### config.mk
export PLATFORM = sky130hd
export DESIGN_NAME = fb_div_sched
export DESIGN_NICKNAME = d
export VERILOG_FILES = /design/src/rtl/fb_div_sched.sv
export SDC_FILE = /design/constraint.sdc
export NUM_CORES = 1
export LEC_CHECK = 0
export CORE_AREA = 2 2 56 58
export CTS_CLUSTER_DIAMETER = 40
export DETAILED_ROUTE_END_ITERATION = 10
export DIE_AREA = 0 0 58 60
export GPL_TIMING_DRIVEN = 0
export PLACE_DENSITY_LB_ADDON = 0.08
export REMOVE_ABC_BUFFERS = 1
export SLEW_MARGIN = 20
export SYNTH_ARGS = -nofsm -noshare
export SYNTH_HDL_FRONTEND = slang
export SYNTH_SLANG_ARGS = --single-unit
### constraint.sdc
create_clock -name clk -period 2.04 [get_ports clk]
set_input_delay 0.306 -clock clk [delete_from_list [all_inputs] [get_ports clk]]
set_output_delay 0.306 -clock clk [all_outputs]
set_load 0.02 [all_outputs]
### src/rtl/fb_div_sched.sv
// Feedback-divider scheduler: divides clk by 2*cur_half to produce clk_d.
// A new half-period is accepted over a valid/ready handshake, held pending,
// and applied only on the 1->0 transition of clk_d so no runt or stretched
// pulse ever reaches the phase detector.
module fb_div_sched #(
   parameter int CW           = 8,
   parameter int DEFAULT_HALF = 4
) (
   input  logic          clk,
   input  logic          rst,
   input  logic          en,
   input  logic          cfg_valid,
   input  logic [CW-1:0] cfg_half,
   output logic          cfg_ready,
   output logic          clk_d,
   output logic          tog,
   output logic          upd_done,
   output logic [CW-1:0] cur_half,
   output logic          err
);

   typedef enum logic {
      IDLE = 1'b0,
      PEND = 1'b1
   } state_t;

   localparam logic [CW-1:0] HALF_RST = CW'(DEFAULT_HALF);
   localparam logic [CW-1:0] ONE      = CW'(1);

   state_t        state_q, state_d;
   logic [CW-1:0] cnt_q,   cnt_d;
   logic [CW-1:0] half_q,  half_d;
   logic [CW-1:0] pend_q,  pend_d;
   logic          clk_d_q, clk_d_d;
   logic          tog_q,   tog_d;
   logic          upd_q,   upd_d;
   logic          err_q,   err_d;

   logic          terminal;
   logic          boundary;

   // Last enabled count of a phase; the falling-edge variant is the only apply point.
   assign terminal = en && (cnt_q == (half_q - ONE));
   assign boundary = terminal && clk_d_q;

   // State register; reset wins over every input, dropping any pending value.
   always_ff @(posedge clk) begin
      if (rst) begin
         state_q <= IDLE;
         cnt_q   <= '0;
         half_q  <= HALF_RST;
         pend_q  <= '0;
         clk_d_q <= 1'b0;
         tog_q   <= 1'b0;
         upd_q   <= 1'b0;
         err_q   <= 1'b0;
      end else begin
         state_q <= state_d;
         cnt_q   <= cnt_d;
         half_q  <= half_d;
         pend_q  <= pend_d;
         clk_d_q <= clk_d_d;
         tog_q   <= tog_d;
         upd_q   <= upd_d;
         err_q   <= err_d;
      end
   end

   // Next-state logic: phase counter plus the IDLE/PEND handshake FSM.
   always_comb begin
      state_d = state_q;
      cnt_d   = cnt_q;
      half_d  = half_q;
      pend_d  = pend_q;
      clk_d_d = clk_d_q;
      tog_d   = 1'b0;
      upd_d   = 1'b0;
      err_d   = err_q;

      if (en) begin
         if (terminal) begin
            cnt_d   = '0;
            clk_d_d = ~clk_d_q;
            tog_d   = 1'b1;
         end else begin
            cnt_d = cnt_q + ONE;
         end
      end

      case (state_q)
         IDLE: begin
            // A value taken on a boundary edge waits for the next fall.
            if (cfg_valid) begin
               if (cfg_half != '0) begin
                  pend_d  = cfg_half;
                  state_d = PEND;
               end else begin
                  err_d = 1'b1;
               end
            end
         end
         PEND: begin
            if (boundary) begin
               half_d  = pend_q;
               upd_d   = 1'b1;
               state_d = IDLE;
            end
         end
         default: state_d = IDLE;
      endcase
   end

   assign cfg_ready = (state_q == IDLE);
   assign clk_d     = clk_d_q;
   assign tog       = tog_q;
   assign upd_done  = upd_q;
   assign cur_half  = half_q;
   assign err       = err_q;

endmodule

==> run_results.csv, run 1 <==
group,metric,value,unit
sta,max_slew_margin,58.6,%
logic_synthesis,synth.top_cell.area_share,40.6,%
flow_run,max_cap_viol_count,0,
critical_path,arrival,2.15,ns
critical_path,critPathRequiredTime,2.27,ns
clocking,cts_made_buffers,5,
logic_synthesis,yosys-top-cells-area,"dfxtp_1 41%, mux2i_1 11%, nand2b_1 6.6%",
finish,drive_gt1_share,15.9,%
clocking,clk_latency,0.33,ns
critical_path,end_kind,"flop",
power_and_ir_drop,ir_drop,0.000501,V
floorplanning,dieArea,3480,sq um
clocking,cts_max_path_buffers,2,
placed_design,io_buffers,24,
worst_hold_path,hold_depth,2,
logic_synthesis,ys_seq_elements,29,
worst_hold_path,holdPathEnd,"cur_half[1]",
sta,period_share,94.0,%
clocking,clk_pin_slew,0.10,ns
logic_synthesis,avgSynthCellArea,9.28,sq um
logic_synthesis,ys_async_sr_fraction,0,%
sta,finalHoldViolCount,0,
routing,ant_nets,0,
grt,grt_max_degree,41,
routing,routedWlPerCell,13.0,um
finish,final_util,62.2,%
critical_path,startpoint_type,"flop",
clocking,cts_tree,"done",
grt,grt_use_total,17.9,%
routing,drtIter0Drc,24,
floorplanning,io_pins,25,
clocking,cts_root_buf,"clkbuf_4",
grt,grt_pass1_vias,1015,
critical_path,cp_max_fo,5,
critical_path,worstSetupPathType,"flop to flop",
floorplanning,initial_core_util,49.2,%
worst_hold_path,hold_path.class,"flop to flop",
logic_synthesis,synthFlopType,"dfxtp_1",
critical_path,r2r_cells,6,
placed_design,hpwl,1970,um
floorplanning,row_count,20,
sta,fmax,0.521,GHz
sta,drv_slew,0,
clocking,cts_sinks,29,
floorplanning,core_area,2900,sq um
power_and_ir_drop,p_leak,0.000676,uW
routing,wl,2800,um
logic_synthesis,synthTopCellsByCount,"29 x dfxtp_1, 16 x nor2_1, 15 x mux2i_1, 15 x nand2b_1",
logic_synthesis,yosysTopAreaCell,"dfxtp_1",
worst_hold_path,min-delay-start,"pend_q[1]",
power_and_ir_drop,cellPowerDensity,602,nW/um^2
routing,drtPass1Iterations,4,
clocking,cts_max_level,2,
sta,tightest_slew,0.620,ns
logic_synthesis,syn_area,1430,sq um
logic_synthesis,ys_seq_area_share,40.6,%
clocking,ctsHoldBuffers,0,
placed_design,place_congestion,0.689,
critical_path,rrSetupSlack,0.12,ns
finish,num_antenna_cells,0,
routing,viasPerCell,5.23,
finish,final_nets,195,
floorplanning,chipWidth,58,um
finish,num-fill-cells,249,
critical_path,timing.rr.end,"clk_d",
finish,synthToLayoutAreaGrowth,26.3,%
outcome,status,"finished clean",
floorplanning,die_y,60,um
logic_synthesis,synth_cells,154,
logic_synthesis,synth_edf_count,0,
grt,grt_pass1_wl,4540,um
logic_synthesis,yosys.cell_types.count,37,
sta,finalSetupViolCount,0,
sta,period_minus_slack,1.92,ns
critical_path,r2r_start,"cur_half[2]",
grt,overflow,0,
logic_synthesis,yosysWarnings,0,
routing,drt_drc_violations_left,0,
sta,skew,0.00897,ns
routing,vias,1124,
grt,antenna_found_initial,0,
power_and_ir_drop,power,1090,uW
logic_synthesis,synth_most_common_cell,"dfxtp_1",
area by class of cell:
class	instances	area, sq um	area share (%)
clock buffer	7	65.1	3.61
clock inverter	1	5.00	0.277
inverter	4	15.0	0.832
multi-input combinational	113	825	45.7
sequential	29	588	32.6
tap	33	41.3	2.29
timing repair buffer	28	265	14.7
through the flow:
step	std cells	instance area, sq um	worst slack [ns]	hold slack, ns	setup TNS [ns]
2_1_floorplan	146	1390	-0.0619	0.374	-0.526
3_3_place_gp	203	1670	-0.232	0.457	-2.40
3_5_place_dp	203	1670	-0.309	0.462	-3.01
4_1_cts	214	1780	0.0320	0.478	0
5_1_grt	215	1800	-0.00728	0.489	-0.00728
6_report	215	1800	0.122	0.467	0
cell families (layout without fill, tap and decap cells):
| logic type | Yosys count | in the layout | synth area share, % |
|---|---|---|---|
| flops | 29 | 29 | 40.6 |
| buf+inv | 12 | 40 | 3.94 |
| simple gates | 68 | 68 | 26.4 |
| xor+xnor | 15 | 15 | 9.19 |
| fa+ha+maj | 2 | 2 | 1.75 |
| compound gates | 12 | 12 | 6.74 |
| mux | 16 | 16 | 11.3 |
placed cells by master, fill, tap and decap left out, types with 5 or more instances in the layout:
master / n
clkbuf_4: 5
clkdlybuf4s50_1: 23
dfxtp_1: 25
mux2i_1: 15
nand2_1: 9
nand2b_1: 15
nor2_1: 16
nor3_1: 6
xnor2_1: 9
xor2_1: 6
worst max-delay path: stages, from the launching register on:
cell	delay [ns]
dfxtp_2	0.38
nor3_4	0.23
and3_1	0.23
nor4b_1	0.26
a31o_1	0.20
and3_4	0.21
mux2_2	0.33
routing by layer:
metal | vias to the layer above | track usage, % | wire, um
li1 | 581 | - | -
met2 | 28 | 30.5 | 1400
met5 | - | 0 | 0
met3 | 2 | 8.01 | 149
met4 | 0 | 5.98 | 12
met1 | 513 | 20.0 | 1240
repair_timing:
item | in CTS | in global routing
pin swaps | 2 | 4
resized for setup | 4 | 7
buffers inserted | 3 | 1
endpoints found under the hold margin | 0 | 0
endpoints found under the setup margin | 9 | 19
sequential cells by signal, summed over array words and instances, names as in the netlist:
| name | count |
|---|---|
| upd_done | 1 |
| err | 1 |
| tog | 1 |
| cnt_q | 8 |
| state_q | 1 |
| cur_half | 8 |
| pend_q | 8 |
| clk_d | 1 |
where the power goes:
part / switching (uW) / total, uW / internal [uW]
Combinational: 42.1 / 92.1 / 49.9
Sequential: 12.1 / 592 / 579
Clock: 203 / 402 / 199
Total: 257 / 1090 / 829
worst max-delay path by stage:
stage                           start     endpoint  slack [ns]  cells past startpoint
after floorplan           cur_half[0]  cur_half[0]       -0.06                      7
after global placement             en  cur_half[7]       -0.23                      5
after detailed placement          rst     cnt_q[0]       -0.31                      3
after CTS                 cur_half[2]     cnt_q[1]        0.03                      7
after global routing      cur_half[2]        clk_d      -0.007                      6
final                     cur_half[2]        clk_d        0.12                      6
No activity file was read; power rests on OpenSTA's default activity.
==> run 2, diff against run 1 <==
--- a/config.mk
+++ b/config.mk
@@ -10,7 +10,7 @@
 export DETAILED_ROUTE_END_ITERATION = 10
 export DIE_AREA = 0 0 58 60
 export GPL_TIMING_DRIVEN = 0
-export PLACE_DENSITY_LB_ADDON = 0.08
+export PLACE_DENSITY_LB_ADDON = 0.1
 export REMOVE_ABC_BUFFERS = 1
 export SLEW_MARGIN = 20
 export SYNTH_ARGS = -nofsm -noshare
==> run 2 against run 1 <==
First-iteration DRC count grew 13%. Via count is 3.0% higher. Power is 6.0% lower. Critical path depth grew 1. Clock-buffer cell count is 1 lower. Largest power group unchanged.
==> run_results.csv, run 2 (same netlist as run 1, synthesis figures left out) <==
group,metric,value,unit
sta,tns,0,ns
finish,final_cell_mix,"26 x dfxtp_1, 23 x clkdlybuf4s50_1, 16 x nor2_1, 15 x nand2b_1, 15 x mux2i_1",
sta,finalSetupViolCount,0,
power_and_ir_drop,clkPwrFrac,33.1,%
critical_path,timing.rr.end,"clk_d",
finish,final_nets,198,
critical_path,path_delay_family,"simple AND/OR/NAND/NOR gates",
routing,viasPerCell,5.31,
routing,drtIter0Drc,27,
finish,num_antenna_cells,0,
placed_design,hpwl,2000,um
routing,routedWlPerCell,13.6,um
sta,finalHoldViolCount,0,
clocking,cts_made_buffers,5,
power_and_ir_drop,switchingPower,261,uW
power_and_ir_drop,cellPowerDensity,556,nW/um^2
finish,drive_gt1_share,17.8,%
floorplanning,dieArea,3480,sq um
power_and_ir_drop,pwr-share-comb,9.2,%
critical_path,cp_max_fo,4,
clocking,clk_pin_slew,0.10,ns
flow_run,max_cap_viol_count,0,
sta,tightest_slew,0.661,ns
routing,ant_nets,0,
critical_path,startpoint_type,"flop",
sta,hold_ws,0.473,ns
floorplanning,io_pins,25,
sta,period_share,95.8,%
routing,drt_drc_violations_left,0,
power_and_ir_drop,power,1020,uW
grt,grt_max_degree,41,
placed_design,io_buffers,24,
floorplanning,core_area,2900,sq um
placed_design,place_congestion,0.708,
power_and_ir_drop,swShare,25.6,%
sta,period_minus_slack,1.95,ns
clocking,cts_max_level,2,
grt,antenna_found_initial,0,
critical_path,cp_cell_sequence,"buf_4 -> nor3_4 -> and3_1 -> nor4b_1 -> a31o_1 -> and3_4 -> mux2_2",
finish,final_common_cell,"dfxtp_1",
critical_path,end_kind,"flop",
sta,drv_slew,0,
clocking,ctsHoldBuffers,0,
grt,grt_use_total,18.3,%
critical_path,crit_path_max_incr_delay,0.35,ns
critical_path,cpMaxStageDelayCell,"dfxtp_4",
sta,skew,0.00933,ns
power_and_ir_drop,p_leak,0.000694,uW
worst_hold_path,holdPathEnd,"cur_half[0]",
worst_hold_path,hold_depth,2,
floorplanning,die_y,60,um
worst_hold_path,hold_path.class,"flop to flop",
critical_path,worstSetupPathType,"flop to flop",
grt,grt_pass1_wl,4730,um
critical_path,r2r_cells,7,
clocking,clk_latency,0.33,ns
grt,grt_pass1_vias,1085,
power_and_ir_drop,p_int,760,uW
routing,vias,1158,
worst_hold_path,min-delay-start,"pend_q[0]",
sta,fmax,0.512,GHz
critical_path,r2r_start,"cur_half[0]",
power_and_ir_drop,ir_drop,0.000532,V
routing,drtPass1Iterations,4,
outcome,status,"finished clean",
floorplanning,initial_core_util,49.2,%
critical_path,cp.buffers_inverters,1,
sta,max_slew_margin,55.9,%
critical_path,critPathRequiredTime,2.27,ns
floorplanning,chipWidth,58,um
finish,synthToLayoutAreaGrowth,28.5,%
critical_path,arrival,2.18,ns
clocking,cts_max_path_buffers,2,
critical_path,rrSetupSlack,0.09,ns
clocking,cts_root_buf,"clkbuf_4",
floorplanning,row_count,20,
grt,overflow,0,
routing,wl,2960,um
clocking,cts_sinks,29,
power_and_ir_drop,seqPwrFrac,57.8,%
clocking,cts_tree,"done",
[run 2: changes by cell type in the layout (fill, tap and decap cells not counted), sizes merged]
cell / before / now
clkbuf: 7 / 6
buf: 5 / 8
clkinv: 1 / 2
[run 2: power groups by stage]
stage	clock network (uW)	logic, uW	registers [uW]
after floorplan	0	47.3	603
after global placement	0	90.0	605
after detailed placement	0	93.2	605
after CTS	346	94.9	592
after global routing	371	102	592
final	337	93.7	590
[run 2: routing by layer]
metal / part of all wire, % / vias to the layer above / GRT usage [%]
li1: - / 593 / -
met1: 44 / 528 / 19.8
met2: 50 / 29 / 32.3
met3: 4.6 / 8 / 6.06
met4: 2.2 / 0 / 8.31
met5: 0 / - / 0
[run 2: worst register-to-register path, cell delays in order (launching register included)]
cell	delay (ns)
dfxtp_4	0.35
buf_4	0.15
nor3_4	0.16
and3_1	0.22
nor4b_1	0.24
a31o_1	0.18
and3_4	0.21
mux2_2	0.33
[run 2: cell type report]
cell class	instances	area, sq um
clock buffers	6	41.3
clock inverters	2	10.0
fillers	261	1070
inverters	4	15.0
multi-input cells	113	847
flip-flops and latches	29	589
well taps	33	41.3
repair buffers	31	292
[run 2: repair_timing]
item                                    4_1_cts  5_1_grt
endpoints found under the hold margin         0        0
gates resized for setup                       3       13
endpoints found under the setup margin       10       19
setup buffers                                 5        2
pin swaps                                     1        5
[run 2: how the worst max path moves through the flow]
stage,cells after the start,slack (ns),startpoint,to
6_report,7,0.09,cur_half[0],clk_d
5_1_grt,9,-0.001,cur_half[0],cnt_q[1]
4_1_cts,9,0.02,cur_half[0],cnt_q[1]
3_5_place_dp,7,-0.33,cur_half[0],cur_half[7]
3_3_place_gp,5,-0.23,en,cur_half[7]
2_1_floorplan,7,-0.06,cur_half[0],cur_half[0]
[run 2: through the flow]
| stage | setup slack, ns | util (%) | instance area, sq um | instances |
|---|---|---|---|---|
| after floorplan | -0.0619 | - | 1390 | 146 |
| after global placement | -0.227 | 57.5 | 1670 | 203 |
| after detailed placement | -0.327 | 57.5 | 1670 | 203 |
| after CTS | 0.0240 | 61.0 | 1770 | 216 |
| after global routing | -0.00116 | 63.2 | 1840 | 218 |
| final | 0.0862 | 63.2 | 1840 | 218 |
==> run 3, diff against run 2 <==
==> constraint.sdc (replaced) <==
create_clock -name clk -period 2.19 [get_ports clk]
set_input_delay 0.3285 -clock clk [delete_from_list [all_inputs] [get_ports clk]]
set_output_delay 0.3285 -clock clk [all_outputs]
set_load 0.02 [all_outputs]
==> run 3 against run 2 <==
Register-to-register slack improved by 0.11 ns. Design area decreased by 4.2%. Combinational power is 8.6% lower. Sequential power fell by 6.4%. Core utilization is 2.7 points lower. Clock power is 7.1% lower. Clock-buffer cell count did not move. Global-route usage is 0.37 points lower. Die area did not move. Final cell count decreased by 1.4%. Clock skew increased by 0.0016 ns.
==> run_results.csv, run 3 (same netlist as run 1, synthesis figures left out) <==
group,metric,value,unit
outcome,status,"finished clean",
critical_path,path_delay_family,"simple AND/OR/NAND/NOR gates",
finish,final_nets,195,
sta,finalSetupViolCount,0,
routing,drtIter0Drc,46,
critical_path,r2r_start,"cur_half[1]",
critical_path,end_kind,"flop",
floorplanning,die_y,60,um
floorplanning,initial_core_util,49.2,%
routing,vias,1131,
critical_path,crit_path_end,"cnt_q[1]",
placed_design,io_buffers,24,
floorplanning,io_pins,25,
power_and_ir_drop,clkPwrFrac,32.9,%
sta,fmax,0.501,GHz
sta,rsz0062_at_grt,"false",
clocking,cts_max_path_buffers,2,
floorplanning,row_count,20,
grt,overflow,0,
finish,final_common_cell,"dfxtp_1",
finish,num-fill-cells,263,
critical_path,cpMaxStageDelayCell,"dfxtp_1",
sta,skew,0.0109,ns
power_and_ir_drop,cellPowerDensity,540,nW/um^2
finish,final_cell_mix,"28 x dfxtp_1, 23 x clkdlybuf4s50_1, 16 x nor2_1, 15 x nand2b_1, 15 x mux2i_1",
critical_path,r2r_cells,9,
power_and_ir_drop,p_leak,0.000667,uW
critical_path,crit_path_max_incr_delay,0.35,ns
power_and_ir_drop,p_int,709,uW
flow_run,max_cap_viol_count,0,
clocking,cts_sinks,29,
floorplanning,core_area,2900,sq um
clocking,cts_made_buffers,5,
finish,num_antenna_cells,0,
grt,grt_pass1_vias,1077,
sta,tightest_slew,0.617,ns
routing,wl,2840,um
critical_path,critPathRequiredTime,2.44,ns
floorplanning,dieArea,3480,sq um
routing,viasPerCell,5.26,
clocking,cts_tree,"done",
clocking,cts_max_level,2,
finish,synthToLayoutAreaGrowth,23.0,%
critical_path,arrival,2.25,ns
power_and_ir_drop,ir_drop,0.000468,V
sta,period_minus_slack,2.00,ns
floorplanning,chipWidth,58,um
critical_path,startpoint_type,"flop",
routing,drt_drc_violations_left,0,
power_and_ir_drop,swShare,25.3,%
critical_path,cp.depth,9,
clocking,cts_root_buf,"clkbuf_4",
sta,finalHoldViolCount,0,
placed_design,place_inst,203,
power_and_ir_drop,pwr-share-comb,9.0,%
grt,grt_max_degree,41,
sta,hold_ws,0.474,ns
placed_design,place_congestion,0.708,
power_and_ir_drop,power,950,uW
power_and_ir_drop,seqPwrFrac,58.1,%
sta,max_slew_margin,58.9,%
finish,final_cells,215,
grt,grt_pass1_wl,4640,um
clocking,clk_pin_slew,0.09,ns
clocking,ctsHoldBuffers,0,
power_and_ir_drop,switchingPower,240,uW
critical_path,cp.buffers_inverters,2,
routing,routedWlPerCell,13.2,um
sta,period_share,91.1,%
finish,final_util,60.6,%
critical_path,cp_cell_sequence,"inv_1 -> ha_1 -> nor3b_4 -> xnor2_1 -> nand2_1 -> a31o_2 -> and3_4 -> buf_4 -> o31ai_2",
critical_path,worstSetupStartpoint,"cur_half[1]",
clocking,clk_latency,0.33,ns
critical_path,cp_max_fo,9,
placed_design,hpwl,2000,um
sta,drv_slew,0,
worst_hold_path,hold_path.class,"flop to flop",
critical_path,worstSetupPathType,"flop to flop",
critical_path,timing.rr.end,"cnt_q[1]",
grt,grt_use_total,17.9,%
routing,ant_nets,0,
routing,drtPass1Iterations,4,
grt,antenna_found_initial,0,
critical_path,rrSetupSlack,0.19,ns
finish,drive_gt1_share,12.6,%
==> run 3: cell count changes in the layout (fill, tap and decap cells not counted), moves of 2 or more <==
cell / previous run / this run
buf_4: 6 / 4
nor3_1: 4 / 6
dfxtp_1: 26 / 28
dfxtp_4: 2 / 0
==> run 3: worst register-to-register path, stage by stage (launching register included) <==
cell,delay (ns)
dfxtp_1,0.35
inv_1,0.07
ha_1,0.18
nor3b_4,0.27
xnor2_1,0.15
nand2_1,0.07
a31o_2,0.27
and3_4,0.18
buf_4,0.17
o31ai_2,0.21
==> run 3: per-layer routing <==
layer | up-vias | share of wire [%] | track usage (%)
met4 | 0 | 2.3 | 8.31
met5 | - | 0 | 0
met3 | 8 | 4.2 | 6.06
met2 | 21 | 51 | 31.3
met1 | 520 | 43 | 19.5
li1 | 582 | - | -
==> run 3: per-stage QoR <==
step                      worst slack [ns]  cell area [sq um]  setup TNS, ns
after global routing                0.0338               1760              0
after CTS                           0.0445               1740              0
after floorplan                     0.0881               1390              0
after detailed placement            -0.187               1670          -1.50
after global placement             -0.0991               1670         -0.920
final                                0.194               1760              0
==> run 3: repair_timing <==
| item | in CTS | in global routing |
|---|---|---|
| resized for setup | 1 | 2 |
| setup endpoints to repair | 9 | 4 |
| pin swaps | 1 | 0 |
| buffers inserted | 2 | 2 |
==> run 3: worst min-delay path by stage <==
stage,startpoint,endpoint,slack [ns],depth (start not counted)
floorplan,rst,state_q,0.40,1
CTS,pend_q[1],cur_half[1],0.48,2
global placement,err,err,0.46,2
global route,pend_q[1],cur_half[1],0.51,2
detailed placement,err,err,0.46,2
finish,pend_q[0],cur_half[0],0.47,2
==> run 3: power groups by stage <==
stage | Combinational, uW | Clock, uW | Sequential, uW
final | 85.6 | 313 | 552
after global routing | 93.7 | 348 | 554
after CTS | 87.3 | 322 | 552
after detailed placement | 86.8 | 0 | 564
after global placement | 83.8 | 0 | 563
after floorplan | 44.1 | 0 | 562
==> run 3: layout make-up <==
| type | count | area, sq um | area share (%) |
|---|---|---|---|
| clock inverter | 2 | 10.0 | 0.569 |
| multi-input combinational | 113 | 803 | 45.7 |
| sequential | 29 | 582 | 33.1 |
| inverter | 4 | 15.0 | 0.854 |
| clock buffer | 6 | 41.3 | 2.35 |
| timing repair buffer | 28 | 265 | 15.1 |
| tap | 33 | 41.3 | 2.35 |
